`config.mk`:
```
export PLATFORM = sky130hd
export DESIGN_NAME = jt12_decim_flat
export DESIGN_NICKNAME = d
export VERILOG_FILES = /design/src/rtl/jt12_decim_pkg.sv /design/src/rtl/jt12_decim_if.sv /design/src/rtl/jt12_decim_comb.sv /design/src/rtl/jt12_decim.sv /design/src/flat_wrapper.sv
export SDC_FILE = /design/constraint.sdc
export NUM_CORES = 1
export LEC_CHECK = 0
export BUFFER_PORTS_ARGS = -buffer_cell sky130_fd_sc_hd__buf_2
export CELL_PAD_IN_SITES_DETAIL_PLACEMENT = 0
export CELL_PAD_IN_SITES_GLOBAL_PLACEMENT = 1
export CORE_MARGIN = 5
export CORE_UTILIZATION = 51
export DETAILED_ROUTE_END_ITERATION = 7
export PLACE_DENSITY_LB_ADDON = 0.1
export RECOVER_POWER = 50
export SLEW_MARGIN = 25
export SYNTH_ARGS = -nofsm -noshare
export SYNTH_HDL_FRONTEND = slang
export SYNTH_HIERARCHICAL = 1
export SYNTH_SLANG_ARGS = --single-unit
```
`constraint.sdc`:
```
create_clock -name clk -period 4.3 [get_ports clk]
set_clock_uncertainty 0.15 [all_clocks]
set_input_delay 0.86 -clock clk [delete_from_list [all_inputs] [get_ports clk]]
set_output_delay 0.86 -clock clk [all_outputs]
set_load 0.01 [all_outputs]
```
`src/rtl/jt12_decim_pkg.sv`:
```
// jt12_decim shared definitions: CIC order, accumulator sizing, clamp helper.
// The clamp helper is only referenced when JT12_DECIM_SAT_EN is defined.
package jt12_decim_pkg;

    localparam int CIC_N  = 3;
    localparam int DEF_DW = 16;
    localparam int DEF_RW = 4;

    function automatic int acc_w(input int dw, input int rw);
        return dw + CIC_N * rw;
    endfunction

    typedef logic signed [acc_w(DEF_DW, DEF_RW)-1:0] acc_t;

    function automatic logic signed [31:0] sat_clamp(
        input logic signed [31:0] v,
        input int                 w
    );
        logic signed [31:0] hi;
        logic signed [31:0] lo;
        hi = (32'sd1 <<< (w - 1)) - 32'sd1;
        lo = -(32'sd1 <<< (w - 1));
        if (v > hi)
            return hi;
        else if (v < lo)
            return lo;
        else
            return v;
    endfunction

endpackage

```
`src/rtl/jt12_decim_if.sv`:
```
// Decimated sample output bundle: valid/ready data plus sticky overrun.
// master = producer (jt12_decim), slave = consumer.
interface jt12_decim_if #(
    parameter int DW = 16
);
    logic signed [DW-1:0] out_snd;
    logic                 out_valid;
    logic                 out_ready;
    logic                 overrun;
    logic                 clr_ovr;

    modport master (
        output out_snd,
        output out_valid,
        output overrun,
        input  out_ready,
        input  clr_ovr
    );

    modport slave (
        input  out_snd,
        input  out_valid,
        input  overrun,
        output out_ready,
        output clr_ovr
    );
endinterface

```
`src/rtl/jt12_decim_comb.sv`:
```
// One CIC comb stage: y = x - x(previous tick), registered every clk.
// The delay line only advances when a decimated sample passes through.
import jt12_decim_pkg::*;

module jt12_decim_comb #(
    parameter int AW = $bits(acc_t)
) (
    input  logic                 clk,
    input  logic                 rst_n,
    input  logic                 tick_in,
    input  logic signed [AW-1:0] x,
    output logic signed [AW-1:0] y,
    output logic                 tick_out
);
    logic signed [AW-1:0] dly;

    always_ff @(posedge clk or negedge rst_n) begin
        if (!rst_n) begin
            y        <= '0;
            dly      <= '0;
            tick_out <= 1'b0;
        end else begin
            y        <= x - dly;
            tick_out <= tick_in;
            if (tick_in)
                dly <= x;
        end
    end

endmodule

```
`src/rtl/jt12_decim.sv`:
```
// Order-3 CIC decimator by 2**RW with gain shift and valid/ready output.
// Define JT12_DECIM_SAT_EN to clamp the gained result instead of wrapping.
import jt12_decim_pkg::*;

module jt12_decim #(
    parameter int DW = 16,
    parameter int RW = 4
) (
    input  logic                 clk,
    input  logic                 rst_n,
    input  logic                 in_cen,
    input  logic signed [DW-1:0] in_snd,
    input  logic [1:0]           gain,
    jt12_decim_if.master         snd
);
    localparam int AW = acc_w(DW, RW);
    localparam int SW = DW + 3;

    logic signed [AW-1:0] x_ext;
    logic signed [AW-1:0] i1, i2, i3;
    logic signed [AW-1:0] smp;
    logic                 smp_v;
    logic [RW-1:0]        phase;
    logic                 tick;

    assign x_ext = {{(AW-DW){in_snd[DW-1]}}, in_snd};
    assign tick  = in_cen && (phase == {RW{1'b1}});

    // Integrators wrap modulo 2**AW; the combs undo the wrap exactly.
    always_ff @(posedge clk or negedge rst_n) begin
        if (!rst_n) begin
            i1    <= '0;
            i2    <= '0;
            i3    <= '0;
            smp   <= '0;
            smp_v <= 1'b0;
            phase <= '0;
        end else begin
            smp_v <= tick;
            if (in_cen) begin
                i1    <= i1 + x_ext;
                i2    <= i2 + i1;
                i3    <= i3 + i2;
                phase <= phase + RW'(1);
            end
            if (tick)
                smp <= i3 + i2;
        end
    end

    logic signed [AW-1:0] cv [CIC_N+1];
    logic                 tv [CIC_N+1];

    assign cv[0] = smp;
    assign tv[0] = smp_v;

    for (genvar k = 0; k < CIC_N; k++) begin : g_comb
        jt12_decim_comb #(.AW(AW)) u_comb (
            .clk      (clk),
            .rst_n    (rst_n),
            .tick_in  (tv[k]),
            .x        (cv[k]),
            .y        (cv[k+1]),
            .tick_out (tv[k+1])
        );
    end

    logic signed [DW-1:0] y;
    logic signed [SW-1:0] y_ext;
    logic signed [SW-1:0] scaled;
    logic signed [DW-1:0] res;
    logic                 unused_lsb;

    // Dropping the low CIC_N*RW bits is the >>> by the filter gain R**3.
    assign y          = cv[CIC_N][AW-1 -: DW];
    assign unused_lsb = ^cv[CIC_N][CIC_N*RW-1:0];
    assign y_ext      = {{(SW-DW){y[DW-1]}}, y};
    assign scaled     = y_ext <<< gain;

`ifdef JT12_DECIM_SAT_EN
    logic signed [31:0] clamped;
    logic               unused_sat;

    assign clamped    = sat_clamp(32'(scaled), DW);
    assign res        = clamped[DW-1:0];
    assign unused_sat = ^clamped[31:DW];
`else
    logic unused_msb;

    assign res        = scaled[DW-1:0];
    assign unused_msb = ^scaled[SW-1:DW];
`endif

    logic new_smp;
    logic ovr_set;

    assign new_smp = tv[CIC_N];
    assign ovr_set = new_smp && snd.out_valid && !snd.out_ready;

    always_ff @(posedge clk or negedge rst_n) begin
        if (!rst_n) begin
            snd.out_snd   <= '0;
            snd.out_valid <= 1'b0;
            snd.overrun   <= 1'b0;
        end else begin
            if (new_smp) begin
                snd.out_snd   <= res;
                snd.out_valid <= 1'b1;
            end else if (snd.out_valid && snd.out_ready) begin
                snd.out_valid <= 1'b0;
            end
            if (ovr_set)
                snd.overrun <= 1'b1;
            else if (snd.clr_ovr)
                snd.overrun <= 1'b0;
        end
    end

endmodule

```
`src/flat_wrapper.sv`:
```
// flat-port wrapper written by rule: the top's interface ports become plain ports
module jt12_decim_flat 
#(
    parameter int DW = 16,
    parameter int RW = 4
)
  (clk, rst_n, in_cen, in_snd, gain, snd_out_snd, snd_out_valid, snd_overrun, snd_out_ready, snd_clr_ovr);
  jt12_decim_if #(.DW(DW)) snd_i ();
  input  logic clk;
  input  logic rst_n;
  input  logic in_cen;
  input  logic signed [DW-1:0] in_snd;
  input  logic [1:0] gain;
  output wire logic [$bits(snd_i.out_snd)-1:0] snd_out_snd;
  output wire logic [$bits(snd_i.out_valid)-1:0] snd_out_valid;
  output wire logic [$bits(snd_i.overrun)-1:0] snd_overrun;
  input wire logic [$bits(snd_i.out_ready)-1:0] snd_out_ready;
  input wire logic [$bits(snd_i.clr_ovr)-1:0] snd_clr_ovr;
  assign snd_out_snd = snd_i.out_snd;
  assign snd_out_valid = snd_i.out_valid;
  assign snd_overrun = snd_i.overrun;
  assign snd_i.out_ready = snd_out_ready;
  assign snd_i.clr_ovr = snd_clr_ovr;
  jt12_decim #(.DW(DW), .RW(RW)) u_core (.clk(clk), .rst_n(rst_n), .in_cen(in_cen), .in_snd(in_snd), .gain(gain), .snd(snd_i));
endmodule
```
==> metrics.yaml, run 1 <==
run_status:
  status: "finished, violations left"
  violations: "capacitance limit, slew limit"
sta:
  finalCriticalPeriod_ns: 3.716
  timing.final.ws_setup_ns: 0.5844
  maxSlewViolCount: 313
  fmax_ghz: 0.2691
  worst_pin_slew_ns: 2.495
  finalCritPeriodShare_pct: 86.41
  finalSetupTns_ns: 0
  relSlewSlack_pct: -66.32
  hold_slack_ns: 0.3357
  setup_violations: 0
  hold_viol: 0
  rsz0062_at_grt: "no"
grt:
  grtUsageTotal_pct: 18.25
  grt_max_degree: 101
  grt_overflow: 0
  grt_pass1_vias: 13750
  antenna_found_initial: 0
  grt_pass1_wl_um: 64510
place:
  place_ws_ns: 0.4104
  port_buffers: 40
  gp_congestion: 0.8849
  hpwl_um: 26890
die:
  initial_utilization_pct: 51.26
  std_cell_rows: 70
  die_h_um: 200.9
  die_width_um: 200.9
  core-area_mm2: 0.03626
  dieArea_mm2: 0.04036
  pin_count: 41
setup_path:
  crit_slowest_cell: "clkbuf_2"
  path_max_fanout: 69
  critical_path_required_ns: 4.54
  critPathKind: "in2reg"
  arrival_ns: 3.95
  cp-end-kind: "flip-flop"
  cp-start-kind: "input port"
  crit_chain: "clkbuf_1 -> clkbuf_2 -> o21ai_0 -> xnor2_1"
  slowest_delay_ns: 1.41
detailed_routing:
  viasPerCell: 5.550
  wl_um: 36330
  wl_per_cell_um: 14.96
  final_antenna_net_count: 0
  vias: 13480
  drt_iter0_drc: 471
  drc_errors: 0
  first_pass_iters: 5
synthesis:
  yosysWarnings: 6
  syn-cell-area_mm2: 0.01859
  postSynthCellCount: 1930
  avgSynthCellArea_um2: 9.631
  synthesis.nets: 2122
clocking:
  cts_htree_levels: 2
  clock_latency_ns: 0.52
  cts.sinks: 294
  numCtsBuffers: 34
  clk_pin_slew_worst_paths_ns: 0.06
  cts_hold_buf: 0
  cts_setup_buffers: 0
  clock-root-buffer: "clkbuf_16"
  cts_tree: "done"
  post_cts_resized: 0
  clockBufferDepth: 3
finish:
  fin_nets: 2129
  diodes: 0
  final_util_pct: 55.97
  drive_above_1_share_pct: 11.47
  area_growth_pct: 9.188
run:
  drv_cap: 5
min_path:
  hold_class: "reg2reg"
==> stage by stage <==
stage          instances  cell area, um2
2_1_floorplan       1930           18590
3_3_place_gp        2369           19190
3_5_place_dp        2369           19190
4_1_cts             2429           20340
5_1_grt             2429           20300
6_report            2429           20300
==> worst max-delay path, delay by kind of cell <==
kind	cells	cell delay, ns
compound gates	1	0.32
xor+xnor	1	0.21
buf+inv	2	2.52
==> placed cells by master, fill, tap and decap left out, types with 42 or more instances in the layout <==
master / count
nand2_1: 219
mux2_2: 95
inv_1: 117
xor2_1: 42
a21oi_1: 157
dfrtp_1: 294
xnor2_1: 95
nor2_1: 74
a21o_1: 84
ha_1: 163
o21ai_0: 143
==> per-layer routing <==
metal	global-route usage [%]	routed length [um]	vias to the layer above	part of all wire, %
met5	0	0	-	0
met4	5.703	1020	0	2.8
met3	2.682	1063	68	2.9
met2	32.55	18110	185	50
met1	22.94	16130	6289	44
li1	-	-	6938	-
==> final cells by class <==
type | count | area (um2)
inverter | 118 | 442.9
sequential | 294 | 7357
tap | 468 | 585.6
clock inverter | 8 | 168.9
timing repair buffer | 53 | 309.0
fill | 3324 | 15960
multi-input combinational | 1436 | 10450
clock buffer | 52 | 979.7
==> flip-flops by register name, indices dropped and copies added (netlist names) <==
signal and cells:
u_core/i2 28, u_core/i1 28, u_core/snd.overrun 1, u_core/smp_v 1, u_core/g_comb.u_comb/dly 84, u_core/smp 28, u_core/i3 28, u_core/phase 4
u_core/g_comb.u_comb/y 72, u_core/g_comb.u_comb/tick_out 3, u_core/snd.out_snd 16, u_core/snd.out_valid 1
==> worst paths after layout <==
check	startpoint	end	slack, ns	cells after the start
max	in_cen	u_core/i3[27]	0.58	4
min	u_core/phase[3]	u_core/phase[3]	0.34	1
max reg2reg	u_core/i2[0]	u_core/i3[26]	0.73	11
min reg2reg	u_core/phase[3]	u_core/phase[3]	0.34	1
max in group asynchronous	rst_n	u_core/i2[13]	1.26	2
min in group asynchronous	rst_n	u_core/g_comb[2].u_comb/dly[2]	0.97	1
Power of run 1 is left out: the tool's default activity adds up to more than one toggle a clock period on the data nets, which glitch-free logic cannot reach.
==> inputs of run 2 (changes only) <==
--- a/config.mk
+++ b/config.mk
@@ -9,7 +9,7 @@
 export CELL_PAD_IN_SITES_DETAIL_PLACEMENT = 0
 export CELL_PAD_IN_SITES_GLOBAL_PLACEMENT = 1
 export CORE_MARGIN = 5
-export CORE_UTILIZATION = 51
+export CORE_UTILIZATION = 55
 export DETAILED_ROUTE_END_ITERATION = 7
 export PLACE_DENSITY_LB_ADDON = 0.1
 export RECOVER_POWER = 50
==> constraint.sdc (replaced) <==
create_clock -name clk -period 4.75 [get_ports clk]
set_clock_uncertainty 0.15 [all_clocks]
set_input_delay 0.95 -clock clk [delete_from_list [all_inputs] [get_ports clk]]
set_output_delay 0.95 -clock clk [all_outputs]
set_load 0.01 [all_outputs]
==> run 2 against run 1 <==
  * The flow still finishes with violations (capacitance limit, slew limit)
  * First-iteration DRC count up 7.9%
  * Via count up 0.83%
  * Sequential cell count unchanged
  * Register-to-register slack better by 0.33 ns
  * Clock-buffer cell count down 3
  * Worst setup slack better by 0.38 ns
  * Global-route usage up 0.58 points
  * Final cell count down 0.82%
  * Critical path depth up 7
  * Design area down 0.11%
  * Critical path type unchanged
  * Critical endpoint is now u_core/i1[27]
  * Highest routed layer unchanged
==> metrics.yaml, run 2 (synthesis gave the netlist of run 1 again) <==
grt:
  grt_pass1_vias: 13700
  grt_overflow: 0
  grt_max_degree: 108
  antenna_found_initial: 0
  grt_pass1_wl_um: 62030
  grtUsageTotal_pct: 18.84
sta:
  hold_viol: 0
  finalSetupTns_ns: 0
  worst_pin_slew_ns: 2.657
  fmax_ghz: 0.2640
  relSlewSlack_pct: -77.13
  maxSlewViolCount: 219
  finalCritPeriodShare_pct: 79.74
  hold_slack_ns: 0.3233
  setup_violations: 0
  timing.final.ws_setup_ns: 0.9625
  finalCriticalPeriod_ns: 3.788
  rsz0062_at_grt: "no"
setup_path:
  path_max_fanout: 4
  worstSetupStartpoint: "in_snd[3]"
  cp-end-kind: "flip-flop"
  r2r_setup_slack_ns: 1.06
  critPathKind: "in2reg"
  cp-endpoint: "u_core/i1[27]"
  critical_path_required_ns: 5.01
  reg2reg_to: "u_core/i1[27]"
  reg2reg_depth: 10
  cp-start-kind: "input port"
  reg2reg_from: "u_core/i1[1]"
  arrival_ns: 4.05
detailed_routing:
  wl_um: 35240
  viasPerCell: 5.642
  drc_errors: 0
  vias: 13590
  drt_iter0_drc: 508
  wl_per_cell_um: 14.63
  first_pass_iters: 5
  final_antenna_net_count: 0
die:
  die_h_um: 193.8
  core-area_mm2: 0.03345
  dieArea_mm2: 0.03757
  initial_utilization_pct: 55.57
  std_cell_rows: 67
  die_width_um: 193.8
  pin_count: 41
clocking:
  numCtsBuffers: 35
  cts_hold_buf: 0
  post_cts_resized: 0
  clock_latency_ns: 0.51
  cts_htree_levels: 2
  clockBufferDepth: 3
  cts.sinks: 294
  clk_pin_slew_worst_paths_ns: 0.06
  cts_setup_buffers: 0
  clock-root-buffer: "clkbuf_16"
  cts_tree: "done"
place:
  port_buffers: 40
  place_ws_ns: 0.4760
  hpwl_um: 26040
  dp.cells: 2346
  gp_congestion: 0.8969
finish:
  drive_above_1_share_pct: 11.93
  area_growth_pct: 9.067
  top_register: "u_core/g_comb.u_comb/dly"
  largest_reg_flops: 84
  stdcell_count: 2409
  final_common_cell: "dfrtp_1"
  diodes: 0
  layout_common_cells: "dfrtp_1 (294), nand2_1 (219), ha_1 (163), a21oi_1 (157), o21ai_0 (144)"
  reg.largest.list: "u_core/g_comb.u_comb/dly (84), u_core/g_comb.u_comb/y (72)"
  fin_nets: 2127
run_status:
  violations: "capacitance limit, slew limit"
  status: "finished, violations left"
run:
  drv_cap: 3
min_path:
  hold_class: "reg2reg"
==> run 2: changes by cell type in the layout (fill, tap and decap cells not counted), moves of 2 or more <==
cell	change
clkbuf_1	-10
buf_4	-2
clkbuf_8	+6
clkbuf_16	+2
clkinv_2	+10
bufinv_16	-3
==> run 2: how the worst min path moves through the flow <==
stage / start / to / slack [ns] / cells after the start
finish: u_core/g_comb[1].u_comb/y[16] / u_core/g_comb[2].u_comb/dly[16] / 0.32 / 2
detailed placement: u_core/phase[3] / u_core/phase[3] / 0.32 / 1
CTS: u_core/g_comb[1].u_comb/y[16] / u_core/g_comb[2].u_comb/dly[16] / 0.33 / 2
global placement: u_core/phase[3] / u_core/phase[3] / 0.31 / 1
global route: u_core/phase[3] / u_core/phase[3] / 0.36 / 1
floorplan: u_core/smp_v / u_core/g_comb[0].u_comb/tick_out / 0.20 / 0
==> run 2: worst max-delay path: stages <==
cell and delay (ns):
buf_2 0.10, ha_1 0.34, a21oi_1 0.23, o221ai_1 0.22, a211oi_1 0.56, nor4_1 0.16
o31ai_1 0.53, a211oi_1 0.21, a311oi_1 0.39, xor2_1 0.12, o32ai_1 0.22
==> run 2: per-stage QoR <==
| step | instance area [um2] | util, % |
|---|---|---|
| floorplan | 18590 | - |
| global placement | 19120 | 57.15 |
| detailed placement | 19120 | 57.15 |
| CTS | 20310 | 60.72 |
| global route | 20270 | 60.61 |
| finish | 20270 | 60.61 |
==> run 2: layout make-up <==
class / instances / area [um2]
Sequential cell: 294 / 7357
Timing Repair Buffer: 50 / 272.8
Clock inverter: 14 / 120.1
Clock buffer: 49 / 1071
Multi-Input combinational cell: 1436 / 10450
Fill cell: 2873 / 13180
Inverter: 118 / 442.9
Tap cell: 448 / 560.5
==> run 2: routing by layer <==
metal	vias up	wire, um	part of all wire, %	track usage [%]
met2	201	17470	50	34.24
met1	6366	15610	44	22.86
met5	-	0	0	0
met4	0	1132	3.2	6.771
li1	6937	-	-	-
met3	88	1029	2.9	2.659
Power of run 2 is left out for the same reason.
==> inputs of run 3 (changes only) <==
--- a/config.mk
+++ b/config.mk
@@ -9,7 +9,7 @@
 export CELL_PAD_IN_SITES_DETAIL_PLACEMENT = 0
 export CELL_PAD_IN_SITES_GLOBAL_PLACEMENT = 1
 export CORE_MARGIN = 5
-export CORE_UTILIZATION = 55
+export CORE_UTILIZATION = 51
 export DETAILED_ROUTE_END_ITERATION = 7
 export PLACE_DENSITY_LB_ADDON = 0.1
 export RECOVER_POWER = 50
==> constraint.sdc (replaced) <==
create_clock -name clk -period 3.65 [get_ports clk]
set_clock_uncertainty 0.15 [all_clocks]
set_input_delay 0.73 -clock clk [delete_from_list [all_inputs] [get_ports clk]]
set_output_delay 0.73 -clock clk [all_outputs]
set_load 0.01 [all_outputs]
==> run 3 against run 2 <==
  * The run still ends with capacitance limit, slew limit left
  * Worst setup slack lost 0.82 ns
  * Clock-buffer cell count is 2 lower
  * Critical path depth is the same
  * Design area up 0.93%
  * Sequential cell count stayed put
  * Register-to-register slack worse by 0.92 ns
  * Non-clock buffer count grew 22
  * Hold slack better by 0.0064 ns
  * Die area is 7.4% higher
==> metrics.yaml, run 3 (synthesis gave the netlist of run 1 again) <==
run_status:
  status: "finished, violations left"
  violations: "capacitance limit, slew limit"
clocking:
  numCtsBuffers: 34
  cts_htree_levels: 2
  clk_pin_slew_worst_paths_ns: 0.06
  clock-root-buffer: "clkbuf_16"
  cts_tree: "done"
  cts_hold_buf: 0
  clock_latency_ns: 0.52
  cts.sinks: 294
  clockBufferDepth: 3
finish:
  top_register: "u_core/g_comb.u_comb/dly"
  area_growth_pct: 10.08
  reg.largest.list: "u_core/g_comb.u_comb/dly (84), u_core/g_comb.u_comb/y (72)"
  final_common_cell: "dfrtp_1"
  stdcell_count: 2448
  layout_common_cells: "dfrtp_1 (294), nand2_1 (219), ha_1 (162), a21oi_1 (157), o21ai_0 (140)"
  drive_above_1_share_pct: 12.93
  diodes: 0
  fin_nets: 2148
  stdcell_area_mm2: 0.02046
  largest_reg_flops: 84
  multi_input_area_mm2: 0.01049
  seq_area_mm2: 0.007357
  fillers: 3287
die:
  die_h_um: 200.9
  die_width_um: 200.9
  initial_utilization_pct: 51.26
  std_cell_rows: 70
  core-area_mm2: 0.03626
  pin_count: 41
  dieArea_mm2: 0.04036
setup_path:
  slowest_delay_ns: 0.44
  path_max_fanout: 4
  arrival_ns: 3.75
  crit_slowest_cell: "a311o_1"
  critPathTopFamily: "compound AO/OA/AOI/OAI gates"
  cp-start-kind: "flip-flop"
  crit_chain: "ha_2 -> fa_2 -> a21o_1 -> nand3_2 -> a31oi_4 -> a31o_1 -> a311o_1 -> a311o_1 -> a311oi_2 -> xnor2_1 -> mux2_2"
  cp_common_cell: "a311o_1"
  critical_path_required_ns: 3.89
  critPathKind: "reg2reg"
  cp-end-kind: "flip-flop"
  crit_buf_inv: 0
sta:
  fmax_ghz: 0.2851
  setup_violations: 0
  relSlewSlack_pct: -29.34
  hold_viol: 0
  maxSlewViolCount: 138
  timing.final.ws_setup_ns: 0.1424
  finalCriticalPeriod_ns: 3.508
  finalCritPeriodShare_pct: 96.10
  rsz0062_at_grt: "no"
  finalSetupTns_ns: 0
  worst_pin_slew_ns: 1.940
detailed_routing:
  first_pass_iters: 5
  vias: 13590
  drt_iter0_drc: 488
  viasPerCell: 5.553
  wl_um: 36160
  drc_errors: 0
  wl_per_cell_um: 14.77
  final_antenna_net_count: 0
grt:
  grt_overflow: 0
  antenna_found_initial: 0
  grt_max_degree: 82
  grtUsageTotal_pct: 18.27
  grt_pass1_wl_um: 64510
  grt_pass1_vias: 13880
place:
  gp_congestion: 0.8819
  dp.cells: 2384
  dpl-instance-area_mm2: 0.01929
  hpwl_um: 27300
  place_ws_ns: -0.05171
  port_buffers: 40
run:
  drv_cap: 2
min_path:
  hold_class: "reg2reg"
## run 3: final cells by class
cell class | count | share of cell area [%]
multi-input combinational | 1436 | 51.26
sequential | 294 | 35.95
clock buffer | 47 | 4.696
tap | 468 | 2.862
inverter | 118 | 2.165
timing repair buffer | 72 | 2.091
clock inverter | 13 | 0.9722
## run 3: path summary, 6_finish.rpt
path                            slack [ns]                              to  cells past startpoint             from
worst max-delay path                  0.14                  u_core/smp[26]                     11     u_core/i2[0]
worst min-delay path                  0.33                 u_core/phase[3]                      1  u_core/phase[3]
worst max register to register        0.14                  u_core/smp[26]                     11     u_core/i2[0]
worst min register to register        0.33                 u_core/phase[3]                      1  u_core/phase[3]
max in group asynchronous             0.73                   u_core/i1[26]                      2            rst_n
min in group asynchronous             0.59  u_core/g_comb[2].u_comb/dly[2]                      1            rst_n
## run 3: what timing repair did
item	CTS	global route
endpoints found under the setup margin	0	7
setup buffers	0	4
resized for setup	0	6
## run 3: per-stage QoR
step	util (%)	hold slack [ns]
2_1_floorplan	-	0.2019
3_3_place_gp	53.20	0.3170
3_5_place_dp	53.20	0.3218
4_1_cts	56.40	0.06708
5_1_grt	56.43	0.3454
6_report	56.43	0.3297
## run 3: layer usage
layer / part of all wire (%) / GRT usage, % / up-vias
met2: 50 / 33.39 / 197
li1: - / - / 6955
met4: 3.0 / 5.826 / 0
met1: 44 / 22.22 / 6364
met5: 0 / 0 / -
met3: 3.0 / 2.666 / 78
Power of run 3 is left out for the same reason.
